==> config.mk <==
export PLATFORM = sky130hd
export DESIGN_NAME = lanectrl_pause_gen
export DESIGN_NICKNAME = d
export VERILOG_FILES = /design/src/rtl/lanectrl_pause_pkg.sv /design/src/rtl/lanectrl_pause_timer.sv /design/src/rtl/lanectrl_pause_gen.sv
export SDC_FILE = /design/constraint.sdc
export NUM_CORES = 1
export LEC_CHECK = 0
export ABC_AREA = 0
export CORE_UTILIZATION = 49
export DETAILED_ROUTE_END_ITERATION = 16
export PLACE_DENSITY = 0.75
export SYNTH_ARGS = -nofsm -noshare
export SYNTH_HDL_FRONTEND = slang
export SYNTH_HIERARCHICAL = 1
export SYNTH_SLANG_ARGS = --single-unit
==> constraint.sdc <==
create_clock -name CLK -period 2.1 [get_ports CLK]
set_clock_uncertainty 0.1 [all_clocks]
set_input_delay 0.42 -clock CLK [delete_from_list [all_inputs] [get_ports CLK]]
set_output_delay 0.42 -clock CLK [all_outputs]
set_load 0.02 [all_outputs]
==> src/rtl/lanectrl_pause_pkg.sv <==
// lanectrl_pause_pkg: shared states, default timing and timer sizing for the clock-pause initiator
package lanectrl_pause_pkg;

    typedef enum logic [2:0] {IDLE, SETUP, LOAD, HOLD, RELEASE, ACK, WAIT_LOW} pause_state_t;

    localparam int DEF_PRE_CYCLES  = 4;
    localparam int DEF_HOLD_CYCLES = 2;
    localparam int DEF_POST_CYCLES = 4;
    localparam int MIN_PRE_CYCLES  = 3;
    localparam int MIN_HOLD_CYCLES = 1;
    localparam int MIN_POST_CYCLES = 1;

    // Timer must hold the largest reload value (count-1); never narrower than one bit.
    function automatic int timer_width(input int pre, input int hold, input int post);
        int m;
        m = (pre > hold) ? pre : hold;
        m = (m > post) ? m : post;
        return (m < 2) ? 1 : $clog2(m);
    endfunction

endpackage

==> src/rtl/lanectrl_pause_timer.sv <==
// lanectrl_pause_timer: loadable down-counter with zero flag, shared by all timed phases
module lanectrl_pause_timer #(
    parameter int W = 2
) (
    input  logic         CLK,
    input  logic         RESET,
    input  logic         load,
    input  logic [W-1:0] load_val,
    input  logic         dec,
    output logic         zero
);

    logic [W-1:0] cnt;

    assign zero = (cnt == '0);

    // Reload wins over decrement; the counter idles at whatever value it last reached.
    always_ff @(posedge CLK or posedge RESET) begin
        if (RESET)
            cnt <= '0;
        else if (load)
            cnt <= load_val;
        else if (dec)
            cnt <= cnt - W'(1);
    end

endmodule

==> src/rtl/lanectrl_pause_gen.sv <==
// lanectrl_pause_gen: pauses the HS_IO clock, loads a new delay code, releases and acknowledges
module lanectrl_pause_gen
    import lanectrl_pause_pkg::*;
#(
    parameter int CODE_W      = 8,
    parameter int PRE_CYCLES  = DEF_PRE_CYCLES,
    parameter int HOLD_CYCLES = DEF_HOLD_CYCLES,
    parameter int POST_CYCLES = DEF_POST_CYCLES
) (
    input  logic              CLK,
    input  logic              RESET,
    input  logic              UPDATE_REQ,
    input  logic [CODE_W-1:0] CODE_IN,
    output logic              UPDATE_ACK,
    output logic              BUSY,
    output logic              HS_IO_CLK_PAUSE,
    output logic              DLY_LOAD,
    output logic [CODE_W-1:0] DLY_CODE
);

    localparam int TW = timer_width(PRE_CYCLES, HOLD_CYCLES, POST_CYCLES);
    localparam logic [TW-1:0] PRE_V  = TW'(PRE_CYCLES - 1);
    localparam logic [TW-1:0] HOLD_V = TW'(HOLD_CYCLES - 1);
    localparam logic [TW-1:0] POST_V = TW'(POST_CYCLES - 1);

    if (PRE_CYCLES < MIN_PRE_CYCLES) begin : g_pre_chk
        $error("PRE_CYCLES must be at least %0d", MIN_PRE_CYCLES);
    end
    if (HOLD_CYCLES < MIN_HOLD_CYCLES) begin : g_hold_chk
        $error("HOLD_CYCLES must be at least %0d", MIN_HOLD_CYCLES);
    end
    if (POST_CYCLES < MIN_POST_CYCLES) begin : g_post_chk
        $error("POST_CYCLES must be at least %0d", MIN_POST_CYCLES);
    end

    pause_state_t      state, state_n;
    logic              ack_n, busy_n, pause_n, load_n;
    logic [CODE_W-1:0] code_n, shadow, shadow_n;
    logic              t_load, t_dec, t_zero;
    logic [TW-1:0]     t_val;

    lanectrl_pause_timer #(.W(TW)) u_timer (
        .CLK      (CLK),
        .RESET    (RESET),
        .load     (t_load),
        .load_val (t_val),
        .dec      (t_dec),
        .zero     (t_zero)
    );

    // Next state, next registered outputs and timer control.
    always_comb begin
        state_n  = state;
        ack_n    = 1'b0;
        load_n   = 1'b0;
        busy_n   = BUSY;
        pause_n  = HS_IO_CLK_PAUSE;
        code_n   = DLY_CODE;
        shadow_n = shadow;
        t_load   = 1'b0;
        t_dec    = 1'b0;
        t_val    = '0;
        case (state)
            IDLE: if (UPDATE_REQ) begin
                shadow_n = CODE_IN;
                pause_n  = 1'b1;
                busy_n   = 1'b1;
                t_load   = 1'b1;
                t_val    = PRE_V;
                state_n  = SETUP;
            end
            SETUP: if (t_zero) begin
                code_n  = shadow;
                load_n  = 1'b1;
                state_n = LOAD;
            end else t_dec = 1'b1;
            LOAD: begin
                t_load  = 1'b1;
                t_val   = HOLD_V;
                state_n = HOLD;
            end
            HOLD: if (t_zero) begin
                pause_n = 1'b0;
                t_load  = 1'b1;
                t_val   = POST_V;
                state_n = RELEASE;
            end else t_dec = 1'b1;
            RELEASE: if (t_zero) begin
                ack_n   = 1'b1;
                state_n = ACK;
            end else t_dec = 1'b1;
            ACK: state_n = WAIT_LOW;
            WAIT_LOW: if (!UPDATE_REQ) begin
                busy_n  = 1'b0;
                state_n = IDLE;
            end
            default: state_n = IDLE;
        endcase
    end

    // State and all outputs are registered; reset aborts any pause immediately.
    always_ff @(posedge CLK or posedge RESET) begin
        if (RESET) begin
            state           <= IDLE;
            UPDATE_ACK      <= 1'b0;
            BUSY            <= 1'b0;
            HS_IO_CLK_PAUSE <= 1'b0;
            DLY_LOAD        <= 1'b0;
            DLY_CODE        <= '0;
            shadow          <= '0;
        end else begin
            state           <= state_n;
            UPDATE_ACK      <= ack_n;
            BUSY            <= busy_n;
            HS_IO_CLK_PAUSE <= pause_n;
            DLY_LOAD        <= load_n;
            DLY_CODE        <= code_n;
            shadow          <= shadow_n;
        end
    end

endmodule

==> impl_metrics.ini <==
[routing]
drtIter0Drc = 8
via_per_inst = 5.01
post_drt_wl_per_cell_um = 12.6
via_count = 691
route.detailed.drc = 0
routed_wl_um = 1740
first_pass_iters = 3
detail-route-antenna-nets = 0

[clock_network]
path_clk_slew_ns = 0.12
cts_resized = 0
clock_sinks = 25
cts_tree = built
clk_latency_ns = 0.30
cts_setup_buffers = 0
numCtsBuffers = 3
htreeDepth = 1
clockBufferDepth = 2
cts_hold_repair.buffers = 0
cts-root-buf = clkbuf_4

[die]
die_w_um = 49.2
initial_core_util = 0.539
die_h_um = 49.2
core_area_um2 = 2020
rows = 16
fp.dieArea_um2 = 2420
io_pins = 23

[layout]
fin_nets = 124
final_cell_mix = dfrtp_1, clkdlybuf4s50_1, mux2_2
layout_commonest_cell = dfrtp_1
drive_above_1_share = 0.234
syn_to_final_growth_pct = 25.8
n_fill_cell = 161
diodes = 0
fin_util = 0.678

[worst_setup_path]
cp-start-kind = register
cp_max_fo = 9
r2r_start = u_timer/cnt[0]
critPathKind = reg -> reg
endpoint_kind = register
cp-startpoint = u_timer/cnt[0]
required_ns = 2.19
arrival_ns = 1.95

[synthesis]
syn_area_per_cell_um2 = 12.8
netlist_area_um2 = 1090
ys_seq_elements = 25
yosys_warnings = 6
syn_inst = 85
synth_cell_types = 28
synth-seq-area-share = 0.574
syn_nets = 97

[placement]
numPortBuffers = 22
post-place-ws_ns = 0.0691
hpwl_um = 1300
place_congestion = 0.822

[grt]
grt_antenna_before_repair = 0
grt_util_all_layers = 0.168
grt_max_degree = 14
grt-ovfl-total = 0
grt_pass1_vias = 699
grt_pass1_wl_um = 3080

[timing]
setup_viol = 0
timing.final.max_slew_violations = 0
fin_crit_ns = 1.86
setup_tns_ns = 0
slew_headroom = 0.696
rsz0062_at_grt = false
hold_viol_final = 0
setup_ws_ns = 0.241
max_freq_mhz = 538
worstMarginPinSlew_ns = 0.456
finalCritPeriodShare = 0.885

[power]
power.density_nw_per_um2 = 1520
vdd_drop_max_mv = 0.749
leakage_nw = 0.594

[worst_hold_path]
hold_class = in -> async

[run]
max_cap_violations = 0

[status]
status = completed
-- worst max-delay path, cell delays in order, from the launching register on --
cell and delay, ns:
dfrtp_1 0.41, inv_1 0.06, ha_1 0.29, nand3b_1 0.24, nor2_4 0.28, mux2_2 0.37
-- synth_stat cells --
master | count | area, um^2
nor2_4 | 1 | 11.3
buf_2 | 2 | 10.0
o21a_1 | 1 | 7.51
o2bb2ai_1 | 1 | 8.76
o21ai_0 | 4 | 20.0
nand2_1 | 4 | 15.0
dfrtp_1 | 25 | 626
mux2i_1 | 1 | 10.0
and3_1 | 1 | 6.26
o21ai_1 | 1 | 5.00
inv_1 | 6 | 22.5
nand2b_1 | 1 | 6.26
nor2_1 | 5 | 18.8
nor4_1 | 1 | 6.26
and2_1 | 1 | 6.26
a21oi_1 | 1 | 5.00
nor3_4 | 1 | 16.3
nand3_1 | 2 | 10.0
a21boi_0 | 1 | 7.51
nand3b_1 | 1 | 7.51
mux2_2 | 16 | 180
a2bb2oi_1 | 2 | 17.5
o31ai_2 | 1 | 12.5
a211oi_1 | 1 | 7.51
xnor2_1 | 1 | 8.76
nand2b_4 | 1 | 13.8
ha_1 | 1 | 12.5
buf_6 | 1 | 11.3
-- metrics by stage --
stage | hold slack [ns] | cells | power [mW] | cell area, um^2
6_report | 0.178 | 138 | 2.08 | 1370
4_1_cts | 0.163 | 138 | 2.12 | 1370
2_1_floorplan | 0.0612 | 85 | 1.58 | 1090
3_3_place_gp | 0.385 | 134 | 1.87 | 1350
3_5_place_dp | 0.391 | 134 | 1.91 | 1350
5_1_grt | 0.204 | 138 | 2.24 | 1370
-- cells by family after synthesis --
family | synth area share
and+or+nand+nor | 0.108
adders and majority gates | 0.0115
DFF | 0.574
xor gates and xnor gates | 0.00804
AOI/OAI and AO/OA | 0.0838
muxes | 0.175
buffers and inverters | 0.0402
-- state kept, by name, indices dropped and copies added, names as in the netlist --
signal,flops
state,3
DLY_LOAD,1
u_timer/cnt,2
UPDATE_ACK,1
DLY_CODE,8
BUSY,1
HS_IO_CLK_PAUSE,1
shadow,8
-- report_power, final --
part           leakage [nW]  switching, mW  internal (mW)
Combinational         0.274          0.469          0.540
Clock                0.0150          0.124         0.0739
Sequential            0.305          0.163          0.714
Total                 0.594          0.756           1.33
-- layer usage --
| metal | vias up | wire length [um] | global-route usage |
|---|---|---|---|
| met5 | - | 0 | 0 |
| met4 | 0 | 12 | 0.0735 |
| met3 | 2 | 70 | 0.0280 |
| met2 | 14 | 791 | 0.260 |
| met1 | 329 | 860 | 0.231 |
| li1 | 346 | - | - |
-- final cells by class --
class | count | area [um^2] | share of cell area
well taps | 27 | 33.8 | 0.0246
flip-flops and latches | 25 | 626 | 0.456
clock buffers | 4 | 26.3 | 0.0192
repair buffers | 25 | 243 | 0.177
inverters | 6 | 22.5 | 0.0164
multi-input cells | 51 | 420 | 0.307
-- worst paths after layout --
path | depth (start not counted) | slack (ns) | to
setup / recovery | 5 | 0.24 | DLY_CODE[1]
hold / removal | 2 | 0.18 | u_timer/cnt[1]
setup reg to reg | 5 | 0.24 | DLY_CODE[1]
hold reg to reg | 1 | 0.42 | DLY_CODE[5]
max in group asynchronous | 3 | 1.40 | shadow[0]
min in group CLK | 1 | 0.42 | DLY_CODE[5]
No activity file was read; power rests on OpenSTA's default activity.
